===== src/rtl/seq_loader.sv =====
// seq_loader: collects one frame of symbols (A[1..N] then B[1..M]) from a
// valid/ready stream, then drives a one-cycle clear pulse and a one-cycle
// start pulse to an alignment array. It waits for the array's done level to
// rise, captures the array's score and reports it. Malformed frames are
// dropped and flagged without touching the array.
//
// Ports:
//   clk          clock, rising edge
//   reset        asynchronous active-low reset
//   in_valid     upstream word valid
//   in_data      upstream symbol word (W bits)
//   in_last      marks the final word of a frame
//   in_ready     loader accepts a word this cycle
//   seq_a        A[k] at bits [k*W-1:(k-1)*W], k=1..N
//   seq_b        B[k] at bits [k*W-1:(k-1)*W], k=1..M
//   arr_clr      one-cycle clear pulse to the array
//   arr_start    one-cycle start pulse to the array
//   arr_done     finish level from the array
//   arr_score    solution value from the array
//   score        score captured from the last completed run
//   score_valid  one-cycle pulse when score updates
//   frame_err    one-cycle pulse when a malformed frame is dropped
module seq_loader #(
    parameter int N = 5,
    parameter int M = 5,
    parameter int W = 32
) (
    input  logic           clk,
    input  logic           reset,
    input  logic           in_valid,
    input  logic [W-1:0]   in_data,
    input  logic           in_last,
    output logic           in_ready,
    output logic [N*W-1:0] seq_a,
    output logic [M*W-1:0] seq_b,
    output logic           arr_clr,
    output logic           arr_start,
    input  logic           arr_done,
    input  logic [W-1:0]   arr_score,
    output logic [W-1:0]   score,
    output logic           score_valid,
    output logic           frame_err
);

    localparam int MAXNM = (N > M) ? N : M;
    localparam int CW    = $clog2(MAXNM + 1);

    typedef enum logic [2:0] {
        LOAD_A = 3'd0,
        LOAD_B = 3'd1,
        CLEAR  = 3'd2,
        FIRE   = 3'd3,
        WAIT   = 3'd4
    } state_t;

    state_t         state_r;
    logic [CW-1:0]  cnt_r;
    logic [W-1:0]   a_r [N];
    logic [W-1:0]   b_r [M];
    logic [W-1:0]   score_r;
    logic           done_r;
    logic           in_ready_r;
    logic           arr_clr_r;
    logic           arr_start_r;
    logic           score_valid_r;
    logic           frame_err_r;

    logic           accept_s;
    logic           rise_s;

    assign accept_s = in_valid & in_ready_r;
    // done_r tracks arr_done every cycle, so a level already high when WAIT
    // is entered never looks like a rising edge.
    assign rise_s   = arr_done & ~done_r;

    // Frame loading FSM, array handshake and all registered outputs.
    always_ff @(posedge clk or negedge reset) begin
        if (!reset) begin
            state_r       <= LOAD_A;
            cnt_r         <= '0;
            score_r       <= '0;
            done_r        <= 1'b0;
            in_ready_r    <= 1'b1;
            arr_clr_r     <= 1'b0;
            arr_start_r   <= 1'b0;
            score_valid_r <= 1'b0;
            frame_err_r   <= 1'b0;
            for (int k = 0; k < N; k++) a_r[k] <= '0;
            for (int k = 0; k < M; k++) b_r[k] <= '0;
        end else begin
            arr_clr_r     <= 1'b0;
            arr_start_r   <= 1'b0;
            score_valid_r <= 1'b0;
            frame_err_r   <= 1'b0;
            done_r        <= arr_done;
            case (state_r)
                LOAD_A: begin
                    if (accept_s) begin
                        for (int k = 0; k < N; k++) begin
                            if (cnt_r == CW'(k)) a_r[k] <= in_data;
                        end
                        if (in_last) begin
                            // in_last can never legally land inside A
                            frame_err_r <= 1'b1;
                            cnt_r       <= '0;
                        end else if (cnt_r == CW'(N - 1)) begin
                            state_r <= LOAD_B;
                            cnt_r   <= '0;
                        end else begin
                            cnt_r <= cnt_r + CW'(1);
                        end
                    end
                end
                LOAD_B: begin
                    if (accept_s) begin
                        for (int k = 0; k < M; k++) begin
                            if (cnt_r == CW'(k)) b_r[k] <= in_data;
                        end
                        if (cnt_r == CW'(M - 1)) begin
                            cnt_r <= '0;
                            if (in_last) begin
                                state_r    <= CLEAR;
                                in_ready_r <= 1'b0;
                                arr_clr_r  <= 1'b1;
                            end else begin
                                // frame too long: drop it and resync on A
                                state_r     <= LOAD_A;
                                frame_err_r <= 1'b1;
                            end
                        end else if (in_last) begin
                            state_r     <= LOAD_A;
                            cnt_r       <= '0;
                            frame_err_r <= 1'b1;
                        end else begin
                            cnt_r <= cnt_r + CW'(1);
                        end
                    end
                end
                CLEAR: begin
                    state_r     <= FIRE;
                    arr_start_r <= 1'b1;
                end
                FIRE: begin
                    state_r <= WAIT;
                end
                WAIT: begin
                    if (rise_s) begin
                        state_r       <= LOAD_A;
                        score_r       <= arr_score;
                        score_valid_r <= 1'b1;
                        in_ready_r    <= 1'b1;
                    end
                end
                default: begin
                    state_r    <= LOAD_A;
                    cnt_r      <= '0;
                    in_ready_r <= 1'b1;
                end
            endcase
        end
    end

    assign in_ready    = in_ready_r;
    assign arr_clr     = arr_clr_r;
    assign arr_start   = arr_start_r;
    assign score       = score_r;
    assign score_valid = score_valid_r;
    assign frame_err   = frame_err_r;

    for (genvar k = 0; k < N; k++) begin : g_pack_a
        assign seq_a[k*W +: W] = a_r[k];
    end

    for (genvar k = 0; k < M; k++) begin : g_pack_b
        assign seq_b[k*W +: W] = b_r[k];
    end

endmodule


===== config.mk =====
export PLATFORM = sky130hd
export DESIGN_NAME = seq_loader
export DESIGN_NICKNAME = d
export VERILOG_FILES = /design/src/rtl/seq_loader.sv
export SDC_FILE = /design/constraint.sdc
export NUM_CORES = 1
export LEC_CHECK = 0
export CORE_AREA = 2 2 240 242
export CTS_CLUSTER_SIZE = 12
export DETAILED_ROUTE_END_ITERATION = 12
export DIE_AREA = 0 0 242 244
export PLACE_DENSITY_LB_ADDON = 0.15
export SYNTH_ARGS = -nofsm -noshare
export SYNTH_HDL_FRONTEND = slang
export SYNTH_SLANG_ARGS = --single-unit

===== constraint.sdc =====
create_clock -name clk -period 2.25 [get_ports clk]
set_input_delay 0.3375 -clock clk [delete_from_list [all_inputs] [get_ports clk]]
set_output_delay 0.3375 -clock clk [all_outputs]
set_load 0.05 [all_outputs]

Yosys cells after proc, flatten, opt, wreduce, memory -nomap -nowiden --
Index checks and enable logic that the tools add are counted.
Storage, ports and cells: bits in registers 364, bits of input ports 69, word-level logic and storage cells 92
Operators by class: $add $sub $neg 1, eq/ne operators 16, mux-type cells 33, bitwise logic cells 5, reduce and logical (&&, ||, !) cells 18
Operators with widths (count):
- 3-bit two-way mux | 13
- 3-bit AND reduction | 11
- 1-bit two-way mux | 15
- 3-bit case mux with 5 select lines | 1
- 2-bit != test (second input constant) | 7
- 3-bit by 2-bit == test with 1-bit output (second input constant) | 4
- 3-bit case mux with 3 select lines | 1
- 3-bit by 1-bit == test with 1-bit output (second input constant) | 2
- 3-bit == test (second input constant) | 2
- 3-bit zero test | 2
- 6-bit AND reduction | 1
- 3-bit OR reduction | 2
- 5-bit AND reduction | 1
- 3-bit by 1-bit adder with 3-bit output (second input constant) | 1
- 3-bit != test (second input constant) | 1
- 1-bit NOT | 3
- 1-bit case mux with 3 select lines | 1
- 1-bit bitwise AND | 2
- 2-bit two-way mux | 1
- 1-bit case mux with 2 select lines | 1
- 2-bit AND reduction | 1

Depth between registers and ports, before layout --
Gate-level depths: netlist of run 1.
depth in word-level cells 5, gate-level depth with buffers 6, mapped depth without buffers 6

Least setup slack after synthesis of run 1 --
OpenSTA, ideal clock, no wires.
path type register -> register, from reg in_ready_r, in the netlist in_ready, to reg a_r (netlist bit seq_a[100]), setup time 125 ps, data arrival time 1957 ps, setup slack 168 ps, cell stages (with the launch flop) 6, period minus slack after synthesis 2082 ps, cell sequence dfstp_2 > nand3b_4 > or4b_1 > buf_2 > buf_6 > mux2_4
On the way: longest elaborated chain between the ends 2
RTL lines:
- from (decl) | line 62 | logic in_ready_r;
- from (signal assigned) | line 83 | in_ready_r <= 1'b1;
- from (signal assigned) | line 123 | in_ready_r <= 1'b0;
- from (signal assigned) | line 151 | in_ready_r <= 1'b1;
- 1-bit bitwise AND | line 71 | assign accept_s = in_valid & in_ready_r;
- 3-bit AND reduction (no source line)
- to (signal, indexed assignment) | line 100 | if (cnt_r == CW'(k)) a_r[k] <= in_data;
- to (decl) | line 58 | logic [W-1:0] a_r [N];
Every way passes these cells. A chain may end at the register's enable or synchronous reset.

Worst setup path in the final report of run 1 --
from reg a_r (netlist bit seq_a[127]), to out seq_a[127]
RTL lines:
- to (decl) | line 34 | output logic [N*W-1:0] seq_a,
No word-level cell between the ends.

==> results by group, run 1 <==
Synth
  – Yosys warns: 0
  – Post-synthesis sequential area ratio: between 60% and 70%
  – Synthesized cell area: between 10000 and 15000 sq um
  – Synth cell types: 35
  – Post-Synthesis Cells: approximately 850
  – Async set-reset flop share out of synthesis: between 90% and 100%
  – Syn Area/Cell: around 17 sq um
  – FF+latch count, synth: 364
  – Main flop type after synthesis: dfrtp_1
  – Mapped Nets: slightly above 900
  – EDFF count, synth: 0

Power
  – Leak: slightly below 0.01 uW
  – Power per Cell Area: about 690 nW/um^2
  – VDD IR max: around 0.47 mV

STA
  – Post-route setup TNS: 0 ns
  – RSZ-0062 raised after global routing: false
  – Fin crit period: around 2.2 ns
  – Slew Limit Fails: 0
  – Worst Tran Pin Value: around 0.62 ns
  – Max-slew headroom: ~59%
  – Achievable Freq: between 0.4 and 0.5 GHz
  – Final hold violation count: 0
  – Clock Skews: 0.0179 ns
  – Worst hold slack: roughly 0.21 ns
  – # setup viols final: 0
  – Crit share post-route: a little over nine tenths

Layout
  – Post-layout instance area: around 21000 sq um
  – Commonest non-fill, non-tap cell in the layout: clkdlybuf4s50_1
  – Diode count: 0
  – Final Util: between 30% and 40%
  – Most frequent cells in the layout: clkdlybuf4s50_1 (422), dfrtp_1 (363), mux2_2 (316)
  – Layout fillers: 5446
  – Non-Filler Instances: ~2100
  – Layout area overhead: 50.0%
  – Area occupied by multi-input gates: 4520 sq um
  – # nets final: 1360
  – Reg area: ~9000 sq um
  – Share of post-route cells with drive strength above 1: approximately 36%

Placement
  – Post-DP HPWL: roughly 30000 um
  – Placed cell count: ~2000
  – Placer Congestion: 0.737
  – Port Buffers: 425
  – Area after DPL: just under 20000 sq um

Die
  – Initial Utilization: 24.9%
  – Core ar.: between 50000 and 60000 sq um
  – Die area: roughly 60000 sq um
  – Die Span X: 242 um
  – Rows: 87
  – Die height: 244 um
  – Ports: 426

Critical path
  – Critical Path Source Type: flip-flop
  – Critical path type: reg2out
  – FF-to-FF Start: state_r[0]$_DFFE_PN0P_
  – Cell family contributing the most delay on the critical path: buffers and inverters
  – FF-to-FF setup slack: around 0.17 ns
  – Worst path cell trace: clkdlybuf4s50_1
  – CP peak stage delay: just under 0.9 ns
  – CP arrival: around 1.8 ns
  – Worst-path maximum fanout: 2
  – Kind of end point of the critical path: output port
  – Worst Path Buf+Inv: 1
  – Data required, critical path: around 1.9 ns
  – Worst reg2reg endpoint: seq_b[130]$_DFFE_PN0P_
  – Crit-path slowest cell: clkdlybuf4s50_1
  – R2R depth: 4

Clock tree
  – Clock slew at reported path FFs: ~0.06 ns
  – Max clock buf depth: 3
  – Post-CTS setup buffers: 0
  – Sink Count: 364
  – CTS tree: done
  – Clk root buf: clkbuf_16
  – H-tree Lvls: 2
  – CTS Buf Count: between 40 and 50
  – Clk Latency, worst-skew pair: 0.57 ns

Worst hold path
  – Worst Hold Class: in2async

Job
  – Max-cap violations: 0

Route
  – DRT Pass-1 Iters: 4
  – Via density: 4.18
  – Vias: a little under 9000
  – Routed Wire Length: ~44000 um
  – Antenna Nets Post-Route: 0
  – Routed WL per cell: approximately 21 um
  – DRC Markers: 0
  – Initial DRC count: roughly 300

GRT
  – GRT Resource Usage Total: 14.9%
  – Initial antenna violation count: 2
  – Largest net degree at the start of global routing: 90
  – Vias in the first global route: roughly 9400
  – First-pass GRT wire length: 65800 um
  – Global route overflow: 0

Run status
  – Status: finished, final reports clean
flip-flops by register name, summed over array words and instances, names as in the netlist:
name         count
score_valid      1
seq_a          160
arr_clr          1
cnt_r            3
frame_err        1
in_ready         1
arr_start        1
done_r           1
score           32
seq_b          160
state_r          3
layout make-up:
type	instances	share of cell area, %
multi-input combinational	401	21.6
timing repair buffer	465	23.0
clock inverter	13	0.853
sequential	364	43.4
tap	756	4.51
inverter	8	0.143
clock buffer	65	6.50
logic make-up (layout without fill, tap and decap cells):
family                   after synthesis  in the layout  synth area share (%)
AO/OA/AOI/OAI                         10             10                 0.573
adder cells (fa/ha/maj)                6              6                 0.537
AND/OR/NAND/NOR                       29             29                  1.47
buffers and inverters                 80            551                  2.75
multiplexers                         356            356                  29.5
flip-flops                           364            364                  65.2
metal layers:
| metal | vias up | track usage (%) | wire length [um] |
|---|---|---|---|
| li1 | 3840 | - | - |
| met1 | 4506 | 18.6 | 18800 |
| met2 | 250 | 24.7 | 21400 |
| met3 | 62 | 5.14 | 3100 |
| met4 | 4 | 4.28 | 1020 |
| met5 | - | 0 | 20 |
worst max-delay path by stage:
stage	slack, ns	depth (start not counted)	start	endpoint
5_1_grt	0.02	1	seq_a[127]$_DFFE_PN0P_	seq_a[127]
3_5_place_dp	-0.04	6	in_valid	seq_b[125]$_DFFE_PN0P_
4_1_cts	0.02	1	seq_a[127]$_DFFE_PN0P_	seq_a[127]
2_1_floorplan	0.17	5	in_ready$_DFFE_PN1P_	seq_a[100]$_DFFE_PN0P_
6_report	0.07	1	seq_a[127]$_DFFE_PN0P_	seq_a[127]
3_3_place_gp	-0.02	5	in_valid	seq_b[80]$_DFFE_PN0P_
per-stage QoR:
stage | setup slack (ns) | total power [uW]
4_1_cts | 0.0215 | 14800
2_1_floorplan | 0.168 | 6750
3_5_place_dp | -0.0436 | 7100
5_1_grt | 0.0166 | 15100
6_report | 0.0733 | 14500
3_3_place_gp | -0.0173 | 7100
power breakdown:
group / internal, uW / switching (uW)
combinational: 146 / 264
sequential: 6550 / 3.89
clock: 4640 / 2870
total: 11300 / 3130
Yosys cell counts, types with 3 or more instances:
master | instances | area [sq um]
clkbuf_1 | 6 | 22.5
mux2_1 | 9 | 101
ha_1 | 6 | 75.1
dfrtp_1 | 363 | 9080
buf_6 | 3 | 33.8
and3_1 | 3 | 18.8
buf_4 | 9 | 67.6
nand3_1 | 4 | 20.0
nor2_1 | 6 | 22.5
mux2_2 | 316 | 3560
buf_2 | 22 | 110
buf_1 | 32 | 120
inv_1 | 8 | 30.0
mux2_4 | 30 | 450
nand2_1 | 3 | 11.3
timing repair:
action / 4_1_cts / 5_1_grt
resized for setup: 0 / 0
hold buffers: 1 / 0
hold endpoints to repair: 112 / 0
(Power assumes the default switching activity.)
==> inputs of run 2 (changes only) <==
clock period = 2.6 ns   (was 2.25 ns; I/O delays follow)
==> results by group, run 2 (same netlist as run 1, synthesis figures left out) <==
Power
  – Sequential share of power: 46.7% (+1.4 points)
  – VDD IR max: 0.409 mV (-13%)
  – Switching Fraction: 22.0% (+0.30 points)
  – Power per Cell Area: 586 nW/um^2 (-15%)
  – Pint: 9480 uW (-16%)
  – Tot Pwr: 12200 uW (-16%)
  – Psw: 2670 uW (-15%)
  – Clock power frac: 50.4% (-1.5 points)
  – Leak: 0.00985 uW (-0.93%)
  – Gate power share: 2.9% (about the same)

Layout
  – # nets final: 1354 (-0.44%)
  – Reg area: 9110 sq um (unchanged)
  – Layout area overhead: 48.5%
  – Area occupied by multi-input gates: 4520 sq um (unchanged)
  – Most frequent cells in the layout: clkdlybuf4s50_1 (424), dfrtp_1 (363), mux2_2 (316)
  – Share of post-route cells with drive strength above 1: 35.5% (-0.40 points)
  – Diode count: 0 (unchanged)
  – Commonest non-fill, non-tap cell in the layout: clkdlybuf4s50_1
  – Layout fillers: 5434 (-0.22%)

STA
  – Clock Skews: 0.0118 ns (-0.00615 ns)
  – RSZ-0062 raised after global routing: false
  – Worst Tran Pin Value: 0.688 ns (+0.0720 ns)
  – Achievable Freq: 0.408 GHz
  – Post-route setup TNS: 0 ns (unchanged)
  – Max-slew headroom: 54.0% (-4.8 points)
  – Crit share post-route: 94.3%
  – Slew Limit Fails: 0 (unchanged)
  – Fin crit period: approximately 2.5 ns
  – # setup viols final: 0 (unchanged)
  – Final hold violation count: 0 (unchanged)

Die
  – Die area: 59000 sq um (unchanged)
  – Die Span X: 242 um (unchanged)
  – Die height: 244 um (unchanged)
  – Ports: 426 (unchanged)
  – Initial Utilization: 24.9% (unchanged)
  – Core ar.: 56200 sq um (unchanged)
  – Rows: 87 (unchanged)

Route
  – DRT Pass-1 Iters: 4 (unchanged)
  – Routed Wire Length: 44300 um (about the same)
  – Routed WL per cell: 21.4 um (about the same)
  – Initial DRC count: 236 (-22%)
  – Via density: 4.18 (about the same)
  – Antenna Nets Post-Route: 0 (unchanged)
  – Vias: 8660 (-0.023%)
  – DRC Markers: 0 (unchanged)

Critical path
  – Worst Path Buf+Inv: 1 (unchanged)
  – FF-to-FF Start: cnt_r[0]$_DFFE_PN0P_
  – CP arrival: 2.06 ns (+0.22 ns)
  – Worst path cell trace: clkdlybuf4s50_1
  – Setup crit start: in_ready$_DFFE_PN1P_
  – Data required, critical path: 2.21 ns (+0.30 ns)
  – Kind of end point of the critical path: output port
  – Critical Path Source Type: flip-flop
  – CP peak stage delay: 0.89 ns (about the same)
  – Crit-path slowest cell: clkdlybuf4s50_1
  – Critical path type: reg2out
  – Worst-path maximum fanout: 6 (+4)
  – Cell family contributing the most delay on the critical path: buffers and inverters

Clock tree
  – Clk root buf: clkbuf_16
  – CTS tree: done
  – Sink Count: 364 (unchanged)
  – Max clock buf depth: 3 (unchanged)
  – Post-cts gate resize count: 0 (unchanged)
  – Clk Latency, worst-skew pair: 0.56 ns (about the same)
  – H-tree Lvls: 2 (unchanged)
  – CTS Buf Count: 44 (-2.2%)
  – Post-CTS setup buffers: 0 (unchanged)
  – Clock slew at reported path FFs: 0.06 ns (about the same)

GRT
  – GRT Resource Usage Total: 15.0% (about the same)
  – Initial antenna violation count: 1 (-1)
  – First-pass GRT wire length: 66000 um (+0.17%)
  – Global route overflow: 0 (unchanged)
  – Vias in the first global route: 9456 (+0.94%)
  – Largest net degree at the start of global routing: 67 (-26%)

Worst hold path
  – Hold wc startpoint: arr_done
  – Worst Hold Class: in2reg

Run status
  – Status: finished, final reports clean

Placement
  – Placer Congestion: 0.735 (-0.27%)
  – Post-DP HPWL: 30500 um (-0.34%)
  – Port Buffers: 425 (unchanged)

Job
  – Max-cap violations: 0 (unchanged)
-- run 2: layout make-up --
| cell class | count | share of cell area (%) |
|---|---|---|
| sequential | 364 | 43.9 |
| timing repair buffer | 460 | 22.6 |
| multi-input combinational | 401 | 21.8 |
| clock buffer | 64 | 6.30 |
| tap | 756 | 4.56 |
| clock inverter | 17 | 0.730 |
| inverter | 8 | 0.145 |
-- run 2: stage by stage --
step                      utilization (%)  cell area [sq um]  cells  hold slack (ns)  setup WS (ns)
after floorplan                         -              14000    845           0.0944          0.518
after global placement               34.3              19300   1988            0.333          0.274
after detailed placement             34.3              19300   1988            0.326          0.257
after CTS                            36.9              20800   2070            0.264         0.0990
after global routing                 36.9              20800   2070            0.279         0.0518
final                                36.9              20800   2070            0.302          0.148
-- run 2: routing by layer --
layer | share of wire (%) | vias to the layer above | track usage [%]
met5 | 0.032 | - | 0
met4 | 2.3 | 2 | 4.32
met3 | 6.4 | 64 | 4.73
met2 | 48 | 235 | 24.4
met1 | 43 | 4518 | 19.0
li1 | - | 3841 | -
-- run 2: timing repair --
action | CTS | global route
hold endpoints to repair | 30 | 0
setup endpoints to repair | 0 | 0
hold buffers | 1 | 0
-- run 2: final timing paths --
path	endpoint	slack [ns]	depth (start not counted)
setup / recovery	in_ready	0.15	1
min in group asynchronous	seq_a[44]$_DFFE_PN0P_	0.31	2
hold reg to reg	seq_b[83]$_DFFE_PN0P_	0.48	1
max in group asynchronous	seq_a[69]$_DFFE_PN0P_	1.50	3
hold / removal	done_r$_DFF_PN0_	0.30	1
setup reg to reg	seq_b[143]$_DFFE_PN0P_	0.38	6
-- run 2: power groups by stage --
stage	combinational [uW]	clock, uW	sequential, uW
6_report	353	6120	5670
5_1_grt	398	6610	5670
4_1_cts	369	6390	5670
3_5_place_dp	366	0	5770
3_3_place_gp	367	0	5770
2_1_floorplan	69.7	0	5780
